$ cat src/rtl/seg7_pkg.sv
// ============================================================================
// Module      : seg7_pkg
// Description : Seven-segment pattern table and anode helpers, shared by the
//               display-driver and scan-reader sides of the display path.
// Revision    : 1.0 - initial release
// ============================================================================
`default_nettype none

package seg7_pkg;

    localparam int NUM_DIGITS = 4;
    localparam int SEG_W      = 7;
    localparam int DIG_IDX_W  = $clog2(NUM_DIGITS);

    // Active-low segments, bit6..bit0 = g,f,e,d,c,b,a
    localparam logic [SEG_W-1:0] SEG7_BLANK = 7'b1111111;

    localparam logic [SEG_W-1:0] SEG7_HEX [0:15] = '{
        7'b1000000, 7'b1111001, 7'b0100100, 7'b0110000,
        7'b0011001, 7'b0010010, 7'b0000010, 7'b1111000,
        7'b0000000, 7'b0010000, 7'b0001000, 7'b0000011,
        7'b1000110, 7'b0100001, 7'b0000110, 7'b0001110
    };

    typedef enum logic [1:0] {
        AN_IDLE   = 2'd0,
        AN_SINGLE = 2'd1,
        AN_MULTI  = 2'd2
    } an_class_e;

    // Anodes are active-low: no low bit is a blanking interval
    function automatic an_class_e an_classify(input logic [NUM_DIGITS-1:0] an);
        int lows;
        lows = 0;
        for (int k = 0; k < NUM_DIGITS; k++) begin
            if (!an[k]) begin
                lows = lows + 1;
            end
        end
        if (lows == 0) begin
            return AN_IDLE;
        end else if (lows == 1) begin
            return AN_SINGLE;
        end
        return AN_MULTI;
    endfunction

endpackage

`default_nettype wire

$ cat src/rtl/seg7_to_hex.sv
// ============================================================================
// Module      : seg7_to_hex
// Description : Combinational inverse of the seven-segment hex encoder.
// Revision    : 1.0 - initial release
// ============================================================================
`default_nettype none

module seg7_to_hex
    import seg7_pkg::*;
(
    input  logic [SEG_W-1:0] seg_i,
    output logic [3:0]       nibble_o,
    output logic             is_hex_o,
    output logic             is_blank_o
);

    always_comb begin
        nibble_o = 4'h0;
        is_hex_o = 1'b0;
        for (int i = 0; i < 16; i++) begin
            if (seg_i == SEG7_HEX[i]) begin
                nibble_o = 4'(i);
                is_hex_o = 1'b1;
            end
        end
    end

    assign is_blank_o = (seg_i == SEG7_BLANK);

endmodule

`default_nettype wire

$ cat src/rtl/seg7_scan_reader.sv
// ============================================================================
// Module      : seg7_scan_reader
// Description : Samples a scanned 4-digit seven-segment bus and rebuilds the
//               displayed 16-bit value with blank, error and stale flags.
// Revision    : 1.0 - initial release
// ============================================================================
`default_nettype none

module seg7_scan_reader
    import seg7_pkg::*;
#(
    parameter int STABLE_CYCLES  = 4,
    parameter int TIMEOUT_CYCLES = 100000,
    parameter int SYNC_STAGES    = 2
)(
    input  logic                      clk,
    input  logic                      rst_n,
    input  logic [NUM_DIGITS-1:0]     an_i,
    input  logic [SEG_W-1:0]          seg_i,
    output logic [4*NUM_DIGITS-1:0]   value_o,
    output logic [NUM_DIGITS-1:0]     blank_o,
    output logic                      valid_o,
    output logic                      err_o,
    output logic                      stale_o
);

    localparam int SAMPLE_W = NUM_DIGITS + SEG_W;
    localparam int CNT_W    = $clog2(STABLE_CYCLES);
    localparam int IDLE_W   = $clog2(TIMEOUT_CYCLES + 1);

    localparam logic [CNT_W-1:0]      CNT_MAX  = CNT_W'(STABLE_CYCLES - 1);
    localparam logic [CNT_W-1:0]      CNT_FIRE = CNT_W'(STABLE_CYCLES - 2);
    localparam logic [CNT_W-1:0]      CNT_ONE  = CNT_W'(1);
    localparam logic [IDLE_W-1:0]     IDLE_MAX = IDLE_W'(TIMEOUT_CYCLES);
    localparam logic [IDLE_W-1:0]     IDLE_ONE = IDLE_W'(1);
    localparam logic [NUM_DIGITS-1:0] ALL_SEEN = '1;

    logic [SYNC_STAGES-1:0][SAMPLE_W-1:0] sync_q;
    logic [SAMPLE_W-1:0]                  prev_q;
    logic [CNT_W-1:0]                     cnt_q, cnt_d;
    logic [IDLE_W-1:0]                    idle_q, idle_d;

    logic [NUM_DIGITS-1:0][3:0]           dig_q, dig_d;
    logic [NUM_DIGITS-1:0]                blk_q, blk_d;
    logic [NUM_DIGITS-1:0]                bad_q, bad_d;
    logic [NUM_DIGITS-1:0]                seen_q, seen_d;
    logic                                 multi_q, multi_d;

    logic [4*NUM_DIGITS-1:0]              value_q;
    logic [NUM_DIGITS-1:0]                blank_q;
    logic                                 valid_q, err_q, stale_q;

    logic [SAMPLE_W-1:0]                  s_w;
    logic [NUM_DIGITS-1:0]                an_w;
    logic [SEG_W-1:0]                     seg_w;
    logic                                 same_w, capture_w, timeout_w, done_w;
    an_class_e                            class_w;
    logic [DIG_IDX_W-1:0]                 idx_w;
    logic [3:0]                           nib_w;
    logic                                 is_hex_w, is_blank_w;

    // ------------------------------------------------------------------
    // Input synchroniser and stability filter
    // ------------------------------------------------------------------
    always_ff @(posedge clk or negedge rst_n) begin
        if (!rst_n) begin
            sync_q <= '0;
            prev_q <= '0;
            cnt_q  <= '0;
        end else begin
            sync_q <= {sync_q[SYNC_STAGES-2:0], {an_i, seg_i}};
            prev_q <= s_w;
            cnt_q  <= cnt_d;
        end
    end

    assign s_w    = sync_q[SYNC_STAGES-1];
    assign an_w   = s_w[SAMPLE_W-1:SEG_W];
    assign seg_w  = s_w[SEG_W-1:0];
    assign same_w = (s_w == prev_q);

    always_comb begin
        cnt_d = '0;
        if (same_w) begin
            cnt_d = (cnt_q == CNT_MAX) ? CNT_MAX : cnt_q + CNT_ONE;
        end
    end

    // Fires only on the transition into saturation: once per stable window
    assign capture_w = same_w && (cnt_q == CNT_FIRE);

    // ------------------------------------------------------------------
    // Digit decode and classification
    // ------------------------------------------------------------------
    seg7_to_hex u_dec (
        .seg_i      (seg_w),
        .nibble_o   (nib_w),
        .is_hex_o   (is_hex_w),
        .is_blank_o (is_blank_w)
    );

    assign class_w = an_classify(an_w);

    always_comb begin
        idx_w = '0;
        for (int k = 0; k < NUM_DIGITS; k++) begin
            if (!an_w[k]) begin
                idx_w = DIG_IDX_W'(k);
            end
        end
    end

    // ------------------------------------------------------------------
    // Frame assembly and idle timeout
    // ------------------------------------------------------------------
    assign timeout_w = (idle_q == IDLE_MAX);

    always_comb begin
        dig_d   = dig_q;
        blk_d   = blk_q;
        bad_d   = bad_q;
        seen_d  = seen_q;
        multi_d = multi_q;
        idle_d  = (idle_q == IDLE_MAX) ? IDLE_MAX : idle_q + IDLE_ONE;

        // A real capture outranks a timeout landing in the same cycle
        if (capture_w && (class_w != AN_IDLE)) begin
            idle_d = '0;
            if (class_w == AN_SINGLE) begin
                dig_d[idx_w]  = is_hex_w ? nib_w : 4'h0;
                blk_d[idx_w]  = !is_hex_w && is_blank_w;
                bad_d[idx_w]  = !is_hex_w && !is_blank_w;
                seen_d[idx_w] = 1'b1;
            end else begin
                multi_d = 1'b1;
            end
        end else if (timeout_w) begin
            seen_d  = '0;
            bad_d   = '0;
            multi_d = 1'b0;
            idle_d  = '0;
        end
    end

    assign done_w = (seen_d == ALL_SEEN);

    always_ff @(posedge clk or negedge rst_n) begin
        if (!rst_n) begin
            dig_q   <= '0;
            blk_q   <= '0;
            bad_q   <= '0;
            seen_q  <= '0;
            multi_q <= 1'b0;
            idle_q  <= '0;
        end else begin
            dig_q   <= dig_d;
            blk_q   <= blk_d;
            bad_q   <= done_w ? '0 : bad_d;
            seen_q  <= done_w ? '0 : seen_d;
            multi_q <= done_w ? 1'b0 : multi_d;
            idle_q  <= idle_d;
        end
    end

    // ------------------------------------------------------------------
    // Output registers
    // ------------------------------------------------------------------
    always_ff @(posedge clk or negedge rst_n) begin
        if (!rst_n) begin
            value_q <= '0;
            blank_q <= '0;
            err_q   <= 1'b0;
            valid_q <= 1'b0;
            stale_q <= 1'b1;
        end else begin
            valid_q <= done_w;
            if (done_w) begin
                value_q <= dig_d;
                blank_q <= blk_d;
                err_q   <= (|bad_d) || multi_d;
                stale_q <= 1'b0;
            end else if (timeout_w && !(capture_w && (class_w != AN_IDLE))) begin
                stale_q <= 1'b1;
            end
        end
    end

    assign value_o = value_q;
    assign blank_o = blank_q;
    assign valid_o = valid_q;
    assign err_o   = err_q;
    assign stale_o = stale_q;

endmodule

`default_nettype wire

$ cat config.mk
export PLATFORM = sky130hd
export DESIGN_NAME = seg7_scan_reader
export DESIGN_NICKNAME = d
export VERILOG_FILES = /design/src/rtl/seg7_pkg.sv /design/src/rtl/seg7_to_hex.sv /design/src/rtl/seg7_scan_reader.sv
export SDC_FILE = /design/constraint.sdc
export NUM_CORES = 1
export LEC_CHECK = 0
export ABC_AREA = 1
export ABC_CLOCK_PERIOD_IN_PS = 5760
export BUFFER_PORTS_ARGS = -buffer_cell sky130_fd_sc_hd__buf_4
export CORE_UTILIZATION = 25
export DETAILED_ROUTE_END_ITERATION = 6
export GPL_TIMING_DRIVEN = 0
export PLACE_DENSITY = 0.36
export SETUP_SLACK_MARGIN = 0.5
export SYNTH_ARGS = -nofsm -noshare
export SYNTH_HDL_FRONTEND = slang
export SYNTH_HIERARCHICAL = 1
export SYNTH_SLANG_ARGS = --single-unit
$ cat constraint.sdc
create_clock -name clk -period 5.76 [get_ports clk]
set_input_delay 0.288 -clock clk [delete_from_list [all_inputs] [get_ports clk]]
set_output_delay 0.288 -clock clk [all_outputs]
set_load 0.005 [all_outputs]
After elaboration in Yosys (flattened, before gate mapping)
Cells that the tools add are included. Widths: inputs -> output; s select.

Bits in writable memories: 0. ROM bits: 0. Latch bits: 0. Input bits: 13. Memories kept: 0. Register bits after elaboration: 104.

Equal/unequal tests: 23. Bitwise logic cells: 1. Shifts and indexed selects: 0. Mux-type cells: 73. Order comparisons: 2. Add/subtract/negate cells: 5. Multiply operators: 0. Div/mod/pow operators: 0. Reduce and logical (&&, ||, !) cells: 15.

Operators by type and width (count): $add 32x2->32 const B (3); $mux 32 (3); $mux 4 (20); $eq 7x7->1 const B (5); $mux 17 (2); $eq 32x2->1 const B (1); $logic_not 32->1 (1); $mux 16 (2); $mux 1 (28); $eq 7x5->1 const B (3); $eq 7x6->1 const B (3); $mux 2 (9); $add 17x1->17 const B (1); $eq 17x17->1 const B (1); $bwmux 16 (1); $eq 7x2->1 const B (2); $eq 7x4->1 const B (2); $mux 3 (4); $eq 11x11->1 (1); $bwmux 4 (2); $demux 4 s2 (1); $eq 7x3->1 const B (1); $logic_not 7->1 (1); $logic_and 1x1->1 (6); 12 further kinds (16).

Longest topological paths before layout
Depth in word-level cells: 24. Gate-level depth with buffers: 23.

Hierarchy
The synthesis kept the hierarchy.

Modules (own cells, without submodules): seg7_scan_reader (times used 1, sequential area each 2603.7 um2, cells an instance 501, area an instance 4505.6 um2); seg7_to_hex (times used 1, sequential area each 0.0 um2, cells an instance 65, area an instance 329.1 um2).

Least setup slack after synthesis
Ideal clock, no wire load.

Path type: flip-flop to flip-flop. Start: register sync_q (netlist bit s_w[8]). End: register blank_q[1], in the netlist blank_o[1]. Data arrival time: 2501 ps. Clock period less this slack: 2618 ps. Library setup time: 116 ps. Path buffers: 2. Setup slack: 3142 ps. Cell stages (with the launch flop): 24. Path through: dfrtp_1 inv_1 ha_1 inv_1 nand2_1 nand2_1 inv_1 ha_1 nand2_2 inv_1 nand2_1 nand2_1 nor2_2 nand2_1 buf_2 inv_2 a21oi_1 nand2_1 nand2_2 inv_2 nand3_2 buf_6 nand2_1 nand2_1.

Word-level cells in the longest chain between the ends: 13.

Ends and longest elaborated chain: start: declaration (RTL line seg7_scan_reader.sv:38) `logic [SYNC_STAGES-1:0][SAMPLE_W-1:0] sync_q;`; start signal: assignment (RTL line seg7_scan_reader.sv:71) `sync_q <= {sync_q[SYNC_STAGES-2:0], {an_i, seg_i}};`; $mux 32 (RTL line seg7_pkg.sv:36) `if (!an[k]) begin`; $add 32x2->32 (RTL line seg7_pkg.sv:37) `lows = lows + 1;`; $mux 32 (RTL line seg7_pkg.sv:36); $add 32x2->32 (RTL line seg7_pkg.sv:37); $mux 32 (RTL line seg7_pkg.sv:36); $eq 32x2->1 (RTL line seg7_pkg.sv:42) `end else if (lows == 1) begin`; $mux 1 (RTL line seg7_pkg.sv:42); $mux 1 (RTL line seg7_pkg.sv:40) `if (lows == 0) begin`; $mux 2 (RTL line seg7_pkg.sv:45) `return AN_MULTI;`; $eq 2x1->1 or $reduce_bool 2->1 (tied branches) (RTL line seg7_scan_reader.sv:129, seg7_scan_reader.sv:127); $mux 4 or $logic_and 1x1->1 (tied branches) (RTL line seg7_scan_reader.sv:129, seg7_scan_reader.sv:127); $mux 4 (RTL line seg7_scan_reader.sv:127) `if (capture_w && (class_w != AN_IDLE)) begin`; $eq 4x4->1 (RTL line seg7_scan_reader.sv:145) `assign done_w = (seen_d == ALL_SEEN);`; end signal: assignment (RTL line seg7_scan_reader.sv:179) `blank_q <= blk_d;`; end: declaration (RTL line seg7_scan_reader.sv:50) `logic [NUM_DIGITS-1:0] blank_q;`.

Parallel ways exist; a longest one is shown, timed or not. A chain may end at the register's enable or synchronous reset.

Final worst setup path
Start: register sync_q (netlist bit s_w[8]). End: register blank_q[2], in the netlist blank_o[2].

Same word-level chain as after synthesis.

==> key figures <==
Status
  • Status: completed

Routing
  • Via Count: 3638
  • Met2 wire len: about 4700 um
  • Via density: about 4.1
  • Metal3 WL: 244 um
  • Drt total wl: roughly 11000 um
  • Max layer used: met4
  • WL met1: 5550 um
  • Antenna viol nets, final: 0
  • # DRC: 0
  • Drt pass-1 iters: 4
  • Initial DRC count: 146
  • Routed len/inst: ~12 um

Clocking
  • Post-CTS setup buffers: 0
  • H-tree depth: 3
  • CTS tree: yes
  • # clock sinks: 104
  • Clock root cell: clkbuf_16
  • Clock Path Buffers: 2
  • TritonCTS buffer count: 9
  • Worst-skew pair later-pin latency: 0.36 ns
  • Worst-path clk slew: 0.08 ns

Logic synthesis
  • Top cell type's share of synthesized area: 53.3%
  • Primary FF master, synth: dfrtp_1
  • Syn_area_per_cell: 8.54 um2
  • Cell count after synthesis: 566
  • Synth Register Bits: 104
  • Synth warn: 6
  • Synth area leaders: dfrtp_1 53%, nand2_1 14%, inv_1 4.3%
  • FFs w/ async S/R, synth: 100%
  • Syn Nets: 584
  • Number of flops mapped to enable cells by yosys: 0
  • Syn Std Cell Area: 4830 um2
  • Yosys cell types: 35
  • Cell taking the most area after synthesis: dfrtp_1
  • Sequential element share of the synthesized area: 53.9%

Timing
  • Finish-stage setup viols: 0
  • Final Max Tran Viols: 0
  • Min cycle time layout: 3.08 ns
  • Final Hold Violating Endpoints: 0
  • Peak Freq: approximately 320 MHz
  • Final cycle utilization of the critical path: 53.5%
  • RSZ-0062 raised after global routing: no
  • Relative slew slack: a little under half
  • Worst Clk Skew: 0.0144 ns
  • Worst Tran Pin Value: 0.782 ns
  • Setup TNS: 0 ns

Layout
  • Fill cells: 2004
  • Commonest non-fill, non-tap cell in the layout: nand2_1
  • Area grow syn2layout: 19.4%
  • Finished Cell Area: approximately 5800 um2
  • Nets: 632
  • Commonest cells after routing, fill and taps aside: 175 x nand2_1, 103 x dfrtp_1, 55 x inv_1
  • Ant. Diodes: 0
  • Sequential cell area: 2600 um2
  • Area of the multi-input gates: 1890 um2
  • Share of cells above drive strength 1: 16.3%
  • Post-layout util: a little under a third

Floorplan
  • Chip height: approximately 140 um
  • Row cnt: 50
  • Starting Density: between 20% and 30%
  • Die W: 141 um
  • Core Region: 18800 um2
  • I/O pin count: 36
  • Die area: 19900 um2

Placement
  • Port Buffers: 35
  • Post-DP HPWL: 7740 um
  • Placed standard-cell area: 5450 um2
  • Routability-driven placement congestion ratio: 0.809

Pwr
  • Peak VDD IR: 155 uV
  • Final Power: 0.00149 W
  • Power Dens Cells: 257 nW/um2
  • LEAKAGE: 2.89 nW

Global routing
  • First-pass GRT wire length: 18600 um
  • GRT overflow: 0
  • Initial antenna violation count: 0
  • Pin count of the biggest net entering global routing: 63
  • GRT Util Overall: 12.2%
  • Vias in the first global route: 3649

Critical path
  • Worst endpoint data arrival time: 3.38 ns
  • Startpoint types: flip-flop
  • Worst Path Class, Setup: flip-flop to flip-flop
  • Crit-path max FO: 10
  • Req. time, crit path: about 6.1 ns
  • Worst Setup End Kind: flip-flop

Run
  • Maxcap violations: 0

Worst hold path
  • Hold WC Path Type: primary input to flip-flop
cells in the mapped netlist, types with 3 or more instances:
library cell / number
o21ai_0: 22
buf_6: 7
nand4_1: 15
buf_2: 3
inv_2: 8
nor3_2: 3
nor4_1: 3
xor2_1: 3
inv_1: 55
a21oi_1: 21
o21ai_1: 3
xnor2_1: 8
nor3b_1: 4
nand3_1: 27
nor3_1: 13
nor2_4: 3
nor2_1: 51
nand2_2: 12
dfrtp_1: 103
nand2_1: 175
nor2_2: 4
ha_1: 5
state kept, by name, indices dropped and copies added, names as in the netlist:
signal   cells
bad_q        4
blank_o      4
blk_q        4
cnt_q        2
dig_q       16
err_o        1
idle_q      17
multi_q      1
prev_q      11
s_w         11
seen_q       4
stale_o      1
sync_q      11
valid_o      1
value_o     16
layer usage:
| layer | vias up | GRT usage (%) |
|---|---|---|
| met5 | - | 0 |
| met4 | 0 | 6.12 |
| met3 | 13 | 1.87 |
| met2 | 55 | 18.5 |
| met1 | 1678 | 16.7 |
| li1 | 1892 | - |
cells by family after synthesis:
group	count (synthesis)	synth area share (%)
AND/OR/NAND/NOR	317	29.9
flip-flops	104	53.9
buffers and inverters	76	7.07
AO/OA/AOI/OAI	52	5.69
XOR/XNOR	11	1.99
adder cells (fa/ha/maj)	5	1.29
multiplexers	1	0.207
through the flow:
step	std cells	hold WS (ns)	worst slack [ns]
2_1_floorplan	566	-0.00759	3.14
3_3_place_gp	861	0.332	2.67
3_5_place_dp	862	0.333	2.66
4_1_cts	879	0.00969	2.63
5_1_grt	879	0.0105	2.30
6_report	879	0.0287	2.68
where the power goes:
group          switching (W)  total [W]  internal (W)  leakage, nW
clock               0.000307   0.000654      0.000347        0.155
combinational      0.0000535  0.0000805     0.0000271         1.37
sequential         0.0000106   0.000752      0.000741         1.36
total               0.000371    0.00149       0.00112         2.89
layout make-up:
type,instances,share of cell area (%)
plain buffers,12,1.76
clock buffers,9,3.90
clock inverters,7,1.54
inverters,64,4.16
multi-input cells,386,32.7
flip-flops and latches,104,45.1
well taps,260,5.63
repair buffers,37,5.20
path summary, 6_finish.rpt:
path,end,cells past startpoint,start,slack [ns]
hold / removal,sync_q[6],1,seg_i[6],0.03
setup / recovery,blank_o[2],21,s_w[8],2.68
min in group asynchronous,idle_q[10],2,rst_n,0.46
max in group asynchronous,stale_o,3,rst_n,4.56
hold reg to reg,s_w[8],0,sync_q[8],0.35
setup reg to reg,blank_o[2],21,s_w[8],2.68
timing repair:
| action | in CTS | in global routing |
|---|---|---|
| hold buffers | 1 | 0 |
| gates resized for setup | 0 | 0 |
| endpoints found under the hold margin | 42 | 0 |
critical path, stage by stage, from the launching register on:
cell and delay (ns):
dfrtp_1 0.44, inv_1 0.08, ha_1 0.31, inv_1 0.08, nand2_1 0.06, nand2_1 0.12
inv_1 0.05, ha_1 0.20, nand2_2 0.07, inv_1 0.03, nand2_1 0.05, nand2_1 0.09
nor2_2 0.18, nand2_1 0.10, nor2_1 0.26, nand2_2 0.21, nand2_2 0.15, nand3_4 0.08
nor2_4 0.14, buf_6 0.16, nand2_1 0.08, nand2_1 0.07
Note: power is estimated with default switching activity, not from simulation.
